File: src/rtl/infer_pkg.sv
// Shared definitions for the MNIST MLP inference scheduler: state
// encoding, default datapath dimensions and the abort digit code.
package infer_pkg;

  typedef logic [1:0] state_t;

  localparam state_t IDLE   = 2'd0;
  localparam state_t LAUNCH = 2'd1;
  localparam state_t WAIT   = 2'd2;
  localparam state_t FIN    = 2'd3;

  localparam int DEF_OUT_DIM = 10;
  localparam int DEF_LOGIT_W = 32;

  // Reported as predicted_digit when a run aborts; truncated to IDX_W by users.
  localparam logic [31:0] ERR_DIGIT = '1;

endpackage

File: src/rtl/infer_sched_argmax_stream.sv
// Streaming argmax tracker. Watches a stream of (addr, data) logit writes
// and keeps the largest signed value seen, ties resolved to the lowest
// address. Out-of-range addresses are ignored. With no accepted write the
// result is index 0 and the most-negative value.
module argmax_stream
  import infer_pkg::*;
#(
  parameter int OUT_DIM = DEF_OUT_DIM,
  parameter int LOGIT_W = DEF_LOGIT_W,
  parameter int IDX_W   = 4
) (
  input  logic                      clk,
  input  logic                      rst,
  input  logic                      clear,
  input  logic                      we,
  input  logic        [IDX_W-1:0]   addr,
  input  logic signed [LOGIT_W-1:0] data,
  output logic        [IDX_W-1:0]   idx,
  output logic signed [LOGIT_W-1:0] max_val
);

  localparam logic [IDX_W:0] OUT_DIM_L = (IDX_W+1)'(OUT_DIM);
  localparam logic signed [LOGIT_W-1:0] MOST_NEG = {1'b1, {(LOGIT_W-1){1'b0}}};

  logic                      valid_q, valid_d;
  logic        [IDX_W-1:0]   idx_q,   idx_d;
  logic signed [LOGIT_W-1:0] max_q,   max_d;
  logic                      take;

  // Decide whether this write becomes the new running maximum.
  always_comb begin
    take    = 1'b0;
    valid_d = valid_q;
    idx_d   = idx_q;
    max_d   = max_q;
    if (we && ({1'b0, addr} < OUT_DIM_L)) begin
      take = !valid_q || (data > max_q) || ((data == max_q) && (addr < idx_q));
    end
    // clear wins over a coincident write so a new run never inherits state
    if (clear) begin
      valid_d = 1'b0;
      idx_d   = '0;
      max_d   = '0;
    end else if (take) begin
      valid_d = 1'b1;
      idx_d   = addr;
      max_d   = data;
    end
  end

  // Tracker registers.
  // NOTE: nonblocking assignments in clocked blocks so every flop samples
  // the pre-edge value of its neighbours, independent of statement order.
  always_ff @(posedge clk or posedge rst) begin
    if (rst) begin
      valid_q <= 1'b0;
      idx_q   <= '0;
      max_q   <= '0;
    end else begin
      valid_q <= valid_d;
      idx_q   <= idx_d;
      max_q   <= max_d;
    end
  end

  assign idx     = valid_q ? idx_q : '0;
  assign max_val = valid_q ? max_q : MOST_NEG;

endmodule

File: src/rtl/infer_sched.sv
// Inference scheduler: accepts a request over req/busy/done, launches the
// FC layers one after another through start/done pulses, snoops the last
// layer's logit writes for a streaming argmax and reports the digit.
// One request arriving during a run is buffered.
// Optional feature macro: INFER_SCHED_WDOG_EN adds a per-layer watchdog
// that aborts a hung run with err=1 and predicted_digit all ones.
module infer_sched
  import infer_pkg::*;
#(
  parameter int NUM_LAYERS     = 2,
  parameter int OUT_DIM        = DEF_OUT_DIM,
  parameter int LOGIT_W        = DEF_LOGIT_W,
  parameter int IDX_W          = 4,
  parameter int TIMEOUT_CYCLES = 65535
) (
  input  logic                      clk,
  input  logic                      rst,
  input  logic                      req,
  output logic                      busy,
  output logic                      done,
  output logic                      err,
  output logic        [IDX_W-1:0]   predicted_digit,
  output logic signed [LOGIT_W-1:0] max_logit,
  output logic [NUM_LAYERS-1:0]     layer_start,
  input  logic [NUM_LAYERS-1:0]     layer_done,
  input  logic                      logit_we,
  input  logic        [IDX_W-1:0]   logit_addr,
  input  logic signed [LOGIT_W-1:0] logit_data
);

  localparam int LI_W = (NUM_LAYERS > 1) ? $clog2(NUM_LAYERS) : 1;
  localparam logic [LI_W-1:0] LAST_LI = LI_W'(NUM_LAYERS - 1);

  // Reject configurations that cannot work at elaboration time.
  if (NUM_LAYERS < 1 || TIMEOUT_CYCLES < 1) begin : g_bad_cfg
    $error("infer_sched: NUM_LAYERS and TIMEOUT_CYCLES must be >= 1");
  end

  state_t                    state_q, state_d;
  logic [LI_W-1:0]           li_q,    li_d;
  logic                      pend_q,  pend_d;
  // Set when layer 0 was already started straight from IDLE, so LAUNCH
  // must not pulse it a second time.
  logic                      fast_q,  fast_d;
  logic                      busy_q,  busy_d;
  logic                      done_q,  done_d;
  logic [NUM_LAYERS-1:0]     start_q, start_d;
  logic        [IDX_W-1:0]   pd_q,    pd_d;
  logic signed [LOGIT_W-1:0] ml_q,    ml_d;

  logic                      trk_clear;
  logic                      trk_en;
  logic        [IDX_W-1:0]   trk_idx;
  logic signed [LOGIT_W-1:0] trk_max;

`ifdef INFER_SCHED_WDOG_EN
  localparam int WD_W = ($clog2(TIMEOUT_CYCLES + 1) > 16) ? $clog2(TIMEOUT_CYCLES + 1) : 16;
  localparam logic [WD_W-1:0] WD_LAST = WD_W'(TIMEOUT_CYCLES - 1);
  logic [WD_W-1:0]           wdog_q,  wdog_d;
  logic                      abort_q, abort_d;
  logic                      err_q,   err_d;
`endif

  // Next-state and registered-output decode for the scheduler FSM.
  // NOTE: every variable gets a default at the top of the block, so no
  // path through the case statement can infer a latch.
  always_comb begin
    state_d   = state_q;
    li_d      = li_q;
    pend_d    = pend_q;
    fast_d    = fast_q;
    busy_d    = busy_q;
    done_d    = 1'b0;
    start_d   = '0;
    pd_d      = pd_q;
    ml_d      = ml_q;
    trk_clear = 1'b0;
    trk_en    = 1'b0;
`ifdef INFER_SCHED_WDOG_EN
    wdog_d    = wdog_q;
    abort_d   = abort_q;
    err_d     = err_q;
`endif

    // One-deep request buffer; further requests while pending are dropped.
    if (req && (state_q != IDLE)) pend_d = 1'b1;

    case (state_q)
      IDLE: begin
        trk_clear = 1'b1;
        li_d      = '0;
`ifdef INFER_SCHED_WDOG_EN
        abort_d   = 1'b0;
`endif
        if (req || pend_q) begin
          state_d = LAUNCH;
          busy_d  = 1'b1;
          pend_d  = 1'b0;
`ifdef INFER_SCHED_WDOG_EN
          // err from an aborted run stays visible until the next acceptance
          err_d   = 1'b0;
`endif
          // A fresh request starts layer 0 in the very next cycle; a
          // buffered one goes through LAUNCH like every later layer.
          if (!pend_q) begin
            start_d[0] = 1'b1;
            fast_d     = 1'b1;
          end
        end
      end

      LAUNCH: begin
        if (!fast_q) start_d = NUM_LAYERS'(1) << li_q;
        fast_d  = 1'b0;
`ifdef INFER_SCHED_WDOG_EN
        wdog_d  = '0;
`endif
        state_d = WAIT;
      end

      WAIT: begin
        // Logits matter only from the last layer; a write coincident with
        // its done pulse is still in WAIT and therefore counted.
        trk_en = (li_q == LAST_LI);
        if (layer_done[li_q]) begin
          if (li_q != LAST_LI) begin
            li_d    = li_q + 1'b1;
            state_d = LAUNCH;
          end else begin
            state_d = FIN;
          end
        end
`ifdef INFER_SCHED_WDOG_EN
        else if (wdog_q >= WD_LAST) begin
          abort_d = 1'b1;
          state_d = FIN;
        end else begin
          wdog_d = wdog_q + 1'b1;
        end
`endif
      end

      FIN: begin
        busy_d  = 1'b0;
        done_d  = 1'b1;
        pd_d    = trk_idx;
        ml_d    = trk_max;
`ifdef INFER_SCHED_WDOG_EN
        if (abort_q) pd_d = IDX_W'(ERR_DIGIT);
        err_d   = abort_q;
`endif
        state_d = IDLE;
      end

      default: state_d = IDLE;
    endcase
  end

  // Scheduler state and output registers; reset discards any run in progress.
  always_ff @(posedge clk or posedge rst) begin
    if (rst) begin
      state_q <= IDLE;
      li_q    <= '0;
      pend_q  <= 1'b0;
      fast_q  <= 1'b0;
      busy_q  <= 1'b0;
      done_q  <= 1'b0;
      start_q <= '0;
      pd_q    <= '0;
      ml_q    <= '0;
    end else begin
      state_q <= state_d;
      li_q    <= li_d;
      pend_q  <= pend_d;
      fast_q  <= fast_d;
      busy_q  <= busy_d;
      done_q  <= done_d;
      start_q <= start_d;
      pd_q    <= pd_d;
      ml_q    <= ml_d;
    end
  end

`ifdef INFER_SCHED_WDOG_EN
  // Watchdog counter and abort/err flags.
  always_ff @(posedge clk or posedge rst) begin
    if (rst) begin
      wdog_q  <= '0;
      abort_q <= 1'b0;
      err_q   <= 1'b0;
    end else begin
      wdog_q  <= wdog_d;
      abort_q <= abort_d;
      err_q   <= err_d;
    end
  end
  assign err = err_q;
`else
  assign err = 1'b0;
`endif

  argmax_stream #(
    .OUT_DIM (OUT_DIM),
    .LOGIT_W (LOGIT_W),
    .IDX_W   (IDX_W)
  ) u_argmax (
    .clk     (clk),
    .rst     (rst),
    .clear   (trk_clear),
    .we      (trk_en && logit_we),
    .addr    (logit_addr),
    .data    (logit_data),
    .idx     (trk_idx),
    .max_val (trk_max)
  );

  assign busy            = busy_q;
  assign done            = done_q;
  assign layer_start     = start_q;
  assign predicted_digit = pd_q;
  assign max_logit       = ml_q;

endmodule

File: config.mk
export PLATFORM = sky130hd
export DESIGN_NAME = infer_sched
export DESIGN_NICKNAME = d
export VERILOG_FILES = /design/src/rtl/infer_pkg.sv /design/src/rtl/infer_sched_argmax_stream.sv /design/src/rtl/infer_sched.sv
export SDC_FILE = /design/constraint.sdc
export NUM_CORES = 1
export LEC_CHECK = 0
export BUFFER_PORTS_ARGS = -buffer_cell sky130_fd_sc_hd__clkbuf_2
export CELL_PAD_IN_SITES_DETAIL_PLACEMENT = 0
export CELL_PAD_IN_SITES_GLOBAL_PLACEMENT = 1
export CORE_MARGIN = 2
export CORE_UTILIZATION = 39
export CTS_BUF_LIST = sky130_fd_sc_hd__clkbuf_8
export DETAILED_ROUTE_END_ITERATION = 10
export GPL_TIMING_DRIVEN = 0
export MAX_ROUTING_LAYER = met4
export PLACE_DENSITY = 0.85
export SLEW_MARGIN = 20
export SYNTH_ARGS = -nofsm -noshare
export SYNTH_HDL_FRONTEND = slang
export SYNTH_SLANG_ARGS = --single-unit
File: constraint.sdc
create_clock -name clk -period 2.43 [get_ports clk]
set_input_delay 0.243 -clock clk [delete_from_list [all_inputs] [get_ports clk]]
set_output_delay 0.243 -clock clk [all_outputs]
set_load 0.05 [all_outputs]
==> flow_summary_export.csv <==
group,metric,value,unit
outcome,status,"finished clean",
global_route,gr-usage-met2,0.2897,
place,io_buffers,81,
global_route,grt_antenna_before_repair,0,
yosys,synth_area_leader_cell,"dfrtp_1",
final_layout,area_growth,23.63,%
clocking,cts_made_buffers,9,
critical_path,r2r-start,"u_argmax.max_q[29]$_DFFE_PP0P_",
final_layout,insertedDiodeCount,0,
pwr,p_int,2.721,mW
final_layout,fillerInstances,1069,
yosys,ys_ff_latch,82,
drt,viasPerCell,4.811,
global_route,globalRoute.busiestLayer,"met2",
pwr,ir_drop,0.4954,mV
yosys,yosysWarnings,0,
pwr,swShare,0.3862,
hold_path,min-delay-start,"logit_addr[0]",
global_route,grt_pass1_vias,3485,
yosys,synthArstFlopShare,1.000,
final_layout,nets,659,
die,die_width,109.9,µm
final_layout,drive_gt1_frac,0.2253,
drt,post_drt_wl_per_cell,13.80,µm
global_route,grt_pass1_wl,16440,µm
clocking,htree_levels,3,
yosys,synthDistinctLibCells,40,
critical_path,reg2reg_depth,11,
critical_path,crit_fanout,10,
critical_path,cp-end-kind,"register",
yosys,synthTopCellsByArea,"dfrtp_1 47%, ha_1 10%, nand2_1 9.9%",
pwr,clkPwrFrac,0.241,
critical_path,crit_required,2700,ps
clocking,cts_tree,"built",
drt,drc_errors,0,
critical_path,critPathKind,"register to register",
final_layout,fin_cells,726,
place,hpwl,7353,µm
die,core_area,10890,µm²
yosys,synth_ff_type,"dfrtp_1",
die,dieArea,12080,µm²
timing,hold_slack,123.7,ps
clocking,clock_sinks,82,
yosys,synth-edff-count,0,
pwr,p_sw,1.712,mW
timing,max_freq,0.4123,GHz
drt,drtIter0Drc,141,
die,die_y,109.9,µm
place,gp_congestion,0.8102,
timing,finalCritPeriodShare,0.9982,
pwr,power.leakage,2.770,nW
run,cap_violations,0,
die,io_pins,83,
timing,relSlewSlack,0.6444,
clocking,clk_latency,350,ps
timing,worst_pin_slew,533.4,ps
global_route,overflow,0,
hold_path,hold_end,"u_argmax.idx_q[0]$_DFFE_PP0P_",
yosys,ys_top_cells_by_count,"115 x nand2_1, 82 x dfrtp_1, 76 x inv_1",
drt,ant_nets,0,
drt,vias,3493,
pwr,p_seq_frac,0.394,
yosys,synth_area,4373,µm²
yosys,syn_inst,482,
yosys,synth_top_area_frac,0.4692,
critical_path,critPathLaunchType,"register",
global_route,grt_max_degree,57,
global_route,met1_usage,0.2388,
place,dp_cells,704,
drt,first_pass_iters,4,
pwr,total_power,4.433,mW
pwr,power_density,820.0,nW/µm²
timing,period_needed,2426,ps
timing,setup_viol,0,
timing,rsz0062_at_grt,"yes",
timing,skew,4.727,ps
timing,report.final.hold_viol_count,0,
clocking,clock_path_buffers,2,
global_route,grt_util_all_layers,0.1809,
pwr,power_frac_comb,0.365,
place,place_area,4984,µm²
critical_path,worstPathArrival,2690,ps
hold_path,hold_class,"primary input to register",
final_layout,fin_area,5406,µm²
hold_path,whs_path_depth,3,
global_route,use_met3,0.03616,
yosys,syn_avg_cell_area,9.072,µm²
critical_path,r2r_end,"u_argmax.max_q[9]$_DFFE_PP0P_",
yosys,syn_nets,559,
timing,maxSlewViolCount,0,
yosys,yosysMostFrequentCell,"nand2_1",
die,start_util,0.4016,
clocking,root_buffer,"clkbuf_8",
die,fp-row-count,38,
critical_path,regToRegSetupSlack,4,ps
clocking,clk_pin_slew_worst_paths,80,ps
drt,totalWireLength,10020,µm
yosys,ys_seq_area_frac,0.4692,
[per-stage QoR]
stage	utilization	worst slack, ps	setup TNS (ps)
floorplan	-	78.56	0
global placement	0.4550	-958.3	-78940
detailed placement	0.4577	-83.58	-1611
CTS	0.4821	17.74	0
global route	0.4966	-168.2	-4571
finish	0.4966	4.390	0
[worst max-delay path, cell delays in order (launching register included)]
cell and delay [ps]:
dfrtp_1 390, inv_1 60, ha_1 340, nand4_4 140
nor4_4 380, nand2_2 100, o31ai_2 190, a22oi_1 110
nand3_1 110, buf_6 170, buf_12 160, mux2i_1 200
[worst max path at each step]
stage	startpoint	end	slack [ps]	cells after the start
after floorplan	rst	busy$_DFFE_PP0P_	80	1
after global placement	rst	max_logit[9]$_DFFE_PP0P_	-960	2
after detailed placement	u_argmax.max_q[30]$_DFFE_PP0P_	u_argmax.max_q[9]$_DFFE_PP0P_	-80	11
after CTS	u_argmax.max_q[17]$_DFFE_PP0P_	u_argmax.max_q[9]$_DFFE_PP0P_	20	10
after global routing	u_argmax.max_q[1]$_DFFE_PP0P_	u_argmax.max_q[13]$_DFFE_PP0P_	-170	11
final	u_argmax.max_q[29]$_DFFE_PP0P_	u_argmax.max_q[9]$_DFFE_PP0P_	4	11
[power groups by stage]
stage          clock, mW  sequential (mW)  combinational [mW]
6_report            1.07             1.75                1.62
5_1_grt             1.16             1.78                1.83
4_1_cts             1.09             1.74                1.55
3_5_place_dp           0             1.77                1.52
3_3_place_gp           0             1.76                1.47
2_1_floorplan          0             1.89               0.961
[logic make-up after synthesis]
logic type      synth area share
compound gates           0.05351
fa+ha+maj                 0.1001
buf+inv                  0.09871
flops                     0.4692
mux                      0.08240
other cells            0.0008575
simple gates              0.1951
[layout by cell type, fill, tap and decap left out, drive strengths merged, types with 2 or more instances in the layout]
cell / netlist / layout
nor2: 12 / 12
nor3: 2 / 2
ha: 35 / 35
nor3b: 2 / 2
clkinvlp: 0 / 2
dfrtp: 82 / 82
mux2i: 36 / 36
nand2b: 2 / 2
nand3: 39 / 39
nor2b: 2 / 2
nand4: 8 / 8
nor4: 2 / 2
bufinv: 0 / 2
a21oi: 19 / 19
o21ai: 9 / 9
nand2: 116 / 116
a211oi: 2 / 2
clkbuf: 13 / 104
inv: 77 / 78
buf: 9 / 15
o31ai: 2 / 2
[routing by layer]
metal	part of all wire	up-vias	wire, µm
met5	0	-	0
met4	0.0057	0	57
met3	0.042	6	417
met2	0.49	62	4924
met1	0.46	1672	4621
li1	-	1753	-
[state kept, by name (all words and copies together), names as in the netlist, 2 cells and up]
register,cells
state_q,2
max_logit,32
u_argmax.idx_q,4
u_argmax.max_q,32
layer_start,2
predicted_digit,4
[area by class of cell]
cell class	count	area, µm²	share of cell area
Multi-Input combinational cell	301	2014	0.3726
Clock buffer	9	123.9	0.02291
Sequential cell	82	2052	0.3795
Clock inverter	6	83.83	0.01551
Tap cell	140	175.2	0.03240
Inverter	77	291.5	0.05392
Buffer	21	140.1	0.02592
Timing Repair Buffer	90	525.5	0.09720
[repair_timing]
item,CTS,global route
hold endpoints to repair,26,0
gates cloned,0,1
resized for setup,3,14
pin swaps,2,2
buffers inserted,3,3
endpoints found under the setup margin,30,56
hold buffers,1,0
Power figures use the tool's default switching activity.
